===== src/rtl/timer_pkg.sv =====
// Shared definitions for the timer subsystem: FSM state encoding and default widths.
// Both the tick prescaler and the period meter use these.
package timer_pkg;

    typedef enum logic [1:0] {
        IDLE    = 2'd0,
        ARM     = 2'd1,
        MEASURE = 2'd2
    } meter_state_e;

    localparam int unsigned TICK_WIDTH = 16;

endpackage


===== src/rtl/sync_rise_detect.sv =====
// Synchronizes an asynchronous input into clk_in and flags its rising edges.
// This runs continuously; only reset clears it.
module sync_rise_detect #(
    parameter int unsigned SYNC_STAGES = 2
) (
    input  logic clk_in,
    input  logic rst,
    input  logic evt_in,
    output logic evt_rise
);

    logic [SYNC_STAGES-1:0] sync_q;
    logic                   prev_q;

    always_ff @(posedge clk_in) begin
        if (rst) begin
            sync_q <= '0;
            prev_q <= 1'b0;
        end else begin
            sync_q <= {sync_q[SYNC_STAGES-2:0], evt_in};
            prev_q <= sync_q[SYNC_STAGES-1];
        end
    end

    assign evt_rise = sync_q[SYNC_STAGES-1] & ~prev_q;

endmodule


===== src/rtl/tick_period_meter.sv =====
// Measures clk_in cycles between successive rising edges of evt_in.
// Each period is delivered through a single-entry valid/ready result register.
module tick_period_meter
    import timer_pkg::*;
#(
    parameter int unsigned WIDTH       = TICK_WIDTH,
    parameter int unsigned SYNC_STAGES = 2
) (
    input  logic             clk_in,
    input  logic             rst,
    input  logic             en,
    input  logic             evt_in,
    output logic             meas_valid,
    input  logic             meas_ready,
    output logic [WIDTH-1:0] meas_period,
    output logic             meas_ovf,
    output logic             meas_lost,
    output logic             busy
);

    localparam logic [WIDTH-1:0] CNT_MAX = '1;

    meter_state_e     state_q, state_d;
    logic [WIDTH-1:0] cnt_q, cnt_d;
    logic             ovf_int_q, ovf_int_d;
    logic             capture;
    logic             evt_rise;
    logic             xfer;

    logic             valid_q;
    logic [WIDTH-1:0] period_q;
    logic             ovf_q;
    logic             lost_q;

    sync_rise_detect #(
        .SYNC_STAGES(SYNC_STAGES)
    ) u_sync_rise (
        .clk_in  (clk_in),
        .rst     (rst),
        .evt_in  (evt_in),
        .evt_rise(evt_rise)
    );

    always_comb begin
        state_d   = state_q;
        cnt_d     = cnt_q;
        ovf_int_d = ovf_int_q;
        capture   = 1'b0;
        if (!en) begin
            state_d   = IDLE;
            cnt_d     = '0;
            ovf_int_d = 1'b0;
        end else begin
            case (state_q)
                IDLE: state_d = ARM;
                ARM: begin
                    if (evt_rise) begin
                        cnt_d   = WIDTH'(1);
                        state_d = MEASURE;
                    end
                end
                MEASURE: begin
                    if (evt_rise) begin
                        // Back-to-back periods: the closing edge opens the next one.
                        capture   = 1'b1;
                        cnt_d     = WIDTH'(1);
                        ovf_int_d = 1'b0;
                    end else if (cnt_q == CNT_MAX) begin
                        ovf_int_d = 1'b1;
                    end else begin
                        cnt_d = cnt_q + 1'b1;
                    end
                end
                default: state_d = IDLE;
            endcase
        end
    end

    always_ff @(posedge clk_in) begin
        if (rst) begin
            state_q   <= IDLE;
            cnt_q     <= '0;
            ovf_int_q <= 1'b0;
        end else begin
            state_q   <= state_d;
            cnt_q     <= cnt_d;
            ovf_int_q <= ovf_int_d;
        end
    end

    assign xfer = valid_q & meas_ready;

    always_ff @(posedge clk_in) begin
        if (rst) begin
            valid_q  <= 1'b0;
            period_q <= '0;
            ovf_q    <= 1'b0;
            lost_q   <= 1'b0;
        end else if (capture) begin
            valid_q  <= 1'b1;
            period_q <= cnt_q;
            ovf_q    <= ovf_int_q;
            lost_q   <= valid_q & ~xfer;
        end else begin
            lost_q <= 1'b0;
            if (xfer) begin
                valid_q <= 1'b0;
            end
        end
    end

    assign meas_valid  = valid_q;
    assign meas_period = period_q;
    assign meas_ovf    = ovf_q;
    assign meas_lost   = lost_q;
    assign busy        = (state_q != IDLE);

endmodule

===== config.mk =====
export PLATFORM = sky130hd
export DESIGN_NAME = tick_period_meter
export DESIGN_NICKNAME = d
export VERILOG_FILES = /design/src/rtl/timer_pkg.sv /design/src/rtl/sync_rise_detect.sv /design/src/rtl/tick_period_meter.sv
export SDC_FILE = /design/constraint.sdc
export NUM_CORES = 1
export LEC_CHECK = 0
export ABC_AREA = 1
export CORE_ASPECT_RATIO = 1.5
export CORE_UTILIZATION = 50
export CTS_BUF_LIST = sky130_fd_sc_hd__clkbuf_16
export CTS_CLUSTER_SIZE = 8
export DETAILED_ROUTE_END_ITERATION = 10
export PLACE_DENSITY = 0.73
export SLEW_MARGIN = 10
export SYNTH_ARGS = -nofsm -noshare
export SYNTH_HDL_FRONTEND = slang
export SYNTH_SLANG_ARGS = --single-unit

===== constraint.sdc =====
create_clock -name clk_in -period 1.8 [get_ports clk_in]
set_input_delay 0.18 -clock clk_in [delete_from_list [all_inputs] [get_ports clk_in]]
set_output_delay 0.18 -clock clk_in [all_outputs]
set_load 0.01 [all_outputs]

==> impl_metrics.prom <==
# TYPE chip_impl_metric gauge
chip_impl_metric{name="route.detailed.drc",unit=""} 0
chip_impl_metric{name="worst_clock_skew",unit="ns"} 0.00492
chip_impl_metric{name="report.final.setup_viol",unit=""} 0
chip_impl_metric{name="core_area",unit="um^2"} 3960
chip_impl_metric{name="ys_seq_area_share",unit="%"} 39.4
chip_impl_metric{name="viasPerCell",unit=""} 5.27
chip_impl_metric{name="synth.ff_latch_count",unit=""} 41
chip_impl_info{name="rsz0062_at_grt",value="no"} 1
chip_impl_info{name="cts_root_cell",value="sky130_fd_sc_hd__clkbuf_16"} 1
chip_impl_metric{name="r2r_setup_slack",unit="ns"} 0.20
chip_impl_metric{name="comb_power_share",unit="%"} 6.2
chip_impl_metric{name="port_buffers",unit=""} 24
chip_impl_metric{name="hold_viol_final",unit=""} 0
chip_impl_metric{name="numPlacedInstances",unit=""} 383
chip_impl_metric{name="htree_num_levels",unit=""} 2
chip_impl_metric{name="postRouteWirelength",unit="mm"} 5.02
chip_impl_metric{name="worst_pin_slew",unit="ns"} 0.346
chip_impl_info{name="predominant_post_synthesis_flop_cell",value="sky130_fd_sc_hd__dfxtp_1"} 1
chip_impl_metric{name="synth.distinct_cells",unit=""} 29
chip_impl_metric{name="clk_path_buf_depth",unit=""} 2
chip_impl_metric{name="async_reset_ff_share",unit="%"} 0
chip_impl_metric{name="finalNonFillerCells",unit=""} 391
chip_impl_metric{name="timing.final.max_slew_violations",unit=""} 0
chip_impl_metric{name="max-cap-violations",unit=""} 0
chip_impl_metric{name="cts_hold_buffers",unit=""} 0
chip_impl_metric{name="grt.overflow.total",unit=""} 0
chip_impl_metric{name="max_slew_margin",unit="%"} 76.8
chip_impl_metric{name="seq_pwr_share",unit="%"} 48.3
chip_impl_metric{name="postCtsSetupRepairBufs",unit=""} 0
chip_impl_metric{name="wire_per_inst",unit="um"} 12.8
chip_impl_metric{name="nets",unit=""} 351
chip_impl_info{name="cp_top_family",value="simple AND/OR/NAND/NOR gates"} 1
chip_impl_metric{name="worstPathBufferInverterCount",unit=""} 2
chip_impl_metric{name="num_antenna_cells",unit=""} 0
chip_impl_metric{name="total_cts_buffers",unit=""} 5
chip_impl_info{name="type_of_element_launching_the_critical_path",value="register"} 1
chip_impl_metric{name="area.growth.synth_to_final",unit="%"} 22.7
chip_impl_metric{name="required",unit="ns"} 1.98
chip_impl_metric{name="maximum_fanout_count_along_the_critical_path",unit=""} 10
chip_impl_info{name="status",value="finished clean"} 1
chip_impl_metric{name="detailedRoute.firstPassIterationCount",unit=""} 4
chip_impl_metric{name="clk_latency",unit="ns"} 0.28
chip_impl_info{name="clock_tree_from_tritoncts",value="yes"} 1
chip_impl_metric{name="boundaryPins",unit=""} 25
chip_impl_info{name="critPathKind",value="reg -> reg"} 1
chip_impl_metric{name="initial_core_util",unit="%"} 52.7
chip_impl_info{name="hold_class",value="reg -> reg"} 1
chip_impl_metric{name="design.die.area",unit="um^2"} 4440
chip_impl_metric{name="ctsResizeCount",unit=""} 0
chip_impl_metric{name="power.density",unit="nW/um^2"} 743
chip_impl_info{name="endpoint_kind",value="register"} 1
chip_impl_metric{name="internal-power",unit="mW"} 1.46
chip_impl_metric{name="vias_after_detailed_routing",unit=""} 2062
chip_impl_metric{name="syn_area_per_cell",unit="um^2"} 6.68
chip_impl_metric{name="clock-sinks",unit=""} 41
chip_impl_info{name="final_common_cell",value="sky130_fd_sc_hd__nand2_1"} 1
chip_impl_metric{name="gp_congestion",unit=""} 1.08
chip_impl_metric{name="max_freq",unit="GHz"} 0.625
chip_impl_metric{name="chipWidth",unit="um"} 54.7
chip_impl_info{name="timing.critical_path.mode_cell",value="sky130_fd_sc_hd__nand2_4"} 1
chip_impl_metric{name="power.clock.fraction",unit="%"} 45.4
chip_impl_metric{name="die-height",unit="um"} 81.1
chip_impl_metric{name="p_sw",unit="mW"} 0.441
chip_impl_metric{name="dr.first_iter.drc_count",unit=""} 64
chip_impl_metric{name="setup-tns-final",unit="ns"} 0
chip_impl_metric{name="final_core_utilization",unit="%"} 64.6
chip_impl_metric{name="post_route_cells_drive_above_1_share",unit="%"} 13.6
chip_impl_metric{name="crit_path_max_incr_delay",unit="ns"} 0.40
chip_impl_info{name="most-common-layout-cells",value="sky130_fd_sc_hd__nand2_1, sky130_fd_sc_hd__dfxtp_1, sky130_fd_sc_hd__inv_1"} 1
chip_impl_metric{name="antenna_left",unit=""} 0
chip_impl_metric{name="netlist_area",unit="um^2"} 2080
chip_impl_metric{name="std_cell_rows",unit=""} 28
chip_impl_metric{name="fin_crit_sh",unit="%"} 88.9
chip_impl_metric{name="detailed_place_hpwl",unit="mm"} 3.67
chip_impl_metric{name="pin_count_of_the_biggest_net_entering_global_routing",unit=""} 22
chip_impl_metric{name="yosysWarnings",unit=""} 0
chip_impl_metric{name="reported_leakage_power",unit="nW"} 1.05
chip_impl_metric{name="sw_frac_of_total",unit="%"} 23.2
chip_impl_metric{name="synth_fp_nets",unit=""} 318
chip_impl_metric{name="irDropWorstVdd",unit="V"} 0.000762
chip_impl_info{name="slowest_cp_cell",value="sky130_fd_sc_hd__dfxtp_1"} 1
chip_impl_metric{name="grt_antenna_before_repair",unit=""} 0
chip_impl_metric{name="grt_pass1_vias",unit=""} 1928
chip_impl_metric{name="grt_first_pass_wirelength",unit="mm"} 8.37
chip_impl_metric{name="edff_count_synth",unit=""} 0
chip_impl_metric{name="cts.clk_slew.worst_paths",unit="ns"} 0.06
chip_impl_info{name="crit_path_cell_trace",value="ha_1 -> nand2_2 -> clkinv_2 -> nand2_4 -> nor2_8 -> nand2_4 -> nand2_4 -> nand2_4 -> nand2_1 -> nand2_1 -> nand2_1 -> inv_1"} 1
chip_impl_metric{name="arrival",unit="ns"} 1.78
chip_impl_metric{name="groute.usage.overall",unit="%"} 26.0
chip_impl_metric{name="period_minus_slack",unit="ns"} 1.60
chip_impl_metric{name="synth_cells",unit=""} 312
## layer usage
metal | track usage (%) | vias up | wire, um
met5 | 0 | - | 0
met4 | 14.1 | 0 | 158
met3 | 4.68 | 16 | 155
met2 | 46.0 | 50 | 2660
met1 | 27.5 | 946 | 2050
li1 | - | 1050 | -
## cells by family (layout without fill, tap and decap cells)
group	after synthesis	in the layout	share of synthesized area, %
compound gates	30	30	7.74
simple gates	186	186	42.1
buf+inv	54	88	10.1
fa+ha+maj	1	1	0.600
flops	41	41	39.4
## cell usage after synthesis (3+ instances only)
| library cell | instances | area [um^2] |
|---|---|---|
| sky130_fd_sc_hd__clkinv_1 | 3 | 11.3 |
| sky130_fd_sc_hd__nand2_2 | 6 | 37.5 |
| sky130_fd_sc_hd__inv_2 | 9 | 33.8 |
| sky130_fd_sc_hd__a21oi_1 | 22 | 110 |
| sky130_fd_sc_hd__inv_1 | 34 | 128 |
| sky130_fd_sc_hd__nand4_1 | 7 | 43.8 |
| sky130_fd_sc_hd__nand3_1 | 33 | 165 |
| sky130_fd_sc_hd__buf_2 | 3 | 15.0 |
| sky130_fd_sc_hd__nand2_4 | 5 | 56.3 |
| sky130_fd_sc_hd__dfxtp_1 | 41 | 821 |
| sky130_fd_sc_hd__o21ai_0 | 3 | 15.0 |
| sky130_fd_sc_hd__nand2_1 | 90 | 338 |
| sky130_fd_sc_hd__nor2_1 | 33 | 124 |
## state kept, by name, summed over array words and instances (netlist names)
register / flops
cnt_q: 16
meas_period: 16
state_q: 2
u_sync_rise.sync_q: 2
meas_lost: 1
meas_ovf: 1
meas_valid: 1
ovf_int_q: 1
u_sync_rise.prev_q: 1
## final timing paths
check                             start               endpoint  cells past startpoint
hold reg to reg   u_sync_rise.sync_q[0]  u_sync_rise.sync_q[1]                      2
setup reg to reg               cnt_q[0]              cnt_q[10]                     12
hold / removal    u_sync_rise.sync_q[0]  u_sync_rise.sync_q[1]                      2
setup / recovery               cnt_q[0]              cnt_q[10]                     12
## power by group through the flow
stage | clock network, mW | registers, mW | logic [mW]
floorplan | 0 | 0.938 | 0.0777
global placement | 0 | 0.939 | 0.116
detailed placement | 0 | 0.939 | 0.117
CTS | 0.875 | 0.919 | 0.118
global route | 0.909 | 0.920 | 0.129
finish | 0.863 | 0.919 | 0.118
## tightest hold or removal path: stages, from the launching register on
cell and delay (ns):
sky130_fd_sc_hd__dfxtp_1 0.29, sky130_fd_sc_hd__inv_1 0.05, sky130_fd_sc_hd__nor2_1 0.03
## per-stage QoR
step	total power [mW]	area, um^2	hold WS (ns)	worst slack (ns)
floorplan	1.02	2080	0.280	0.405
global placement	1.06	2410	0.400	0.253
detailed placement	1.06	2410	0.415	0.214
CTS	1.91	2560	0.421	0.207
global route	1.96	2560	0.423	0.000625
finish	1.90	2560	0.418	0.200
## area by class of cell
cell class / instances / area (um^2)
clock buffer: 5 / 125
tap: 45 / 56.3
inverter: 47 / 178
multi-input combinational: 217 / 1050
clock inverter: 3 / 18.8
timing repair buffer: 33 / 308
fill: 371 / 1400
sequential: 41 / 821
Power figures use the tool's default switching activity.
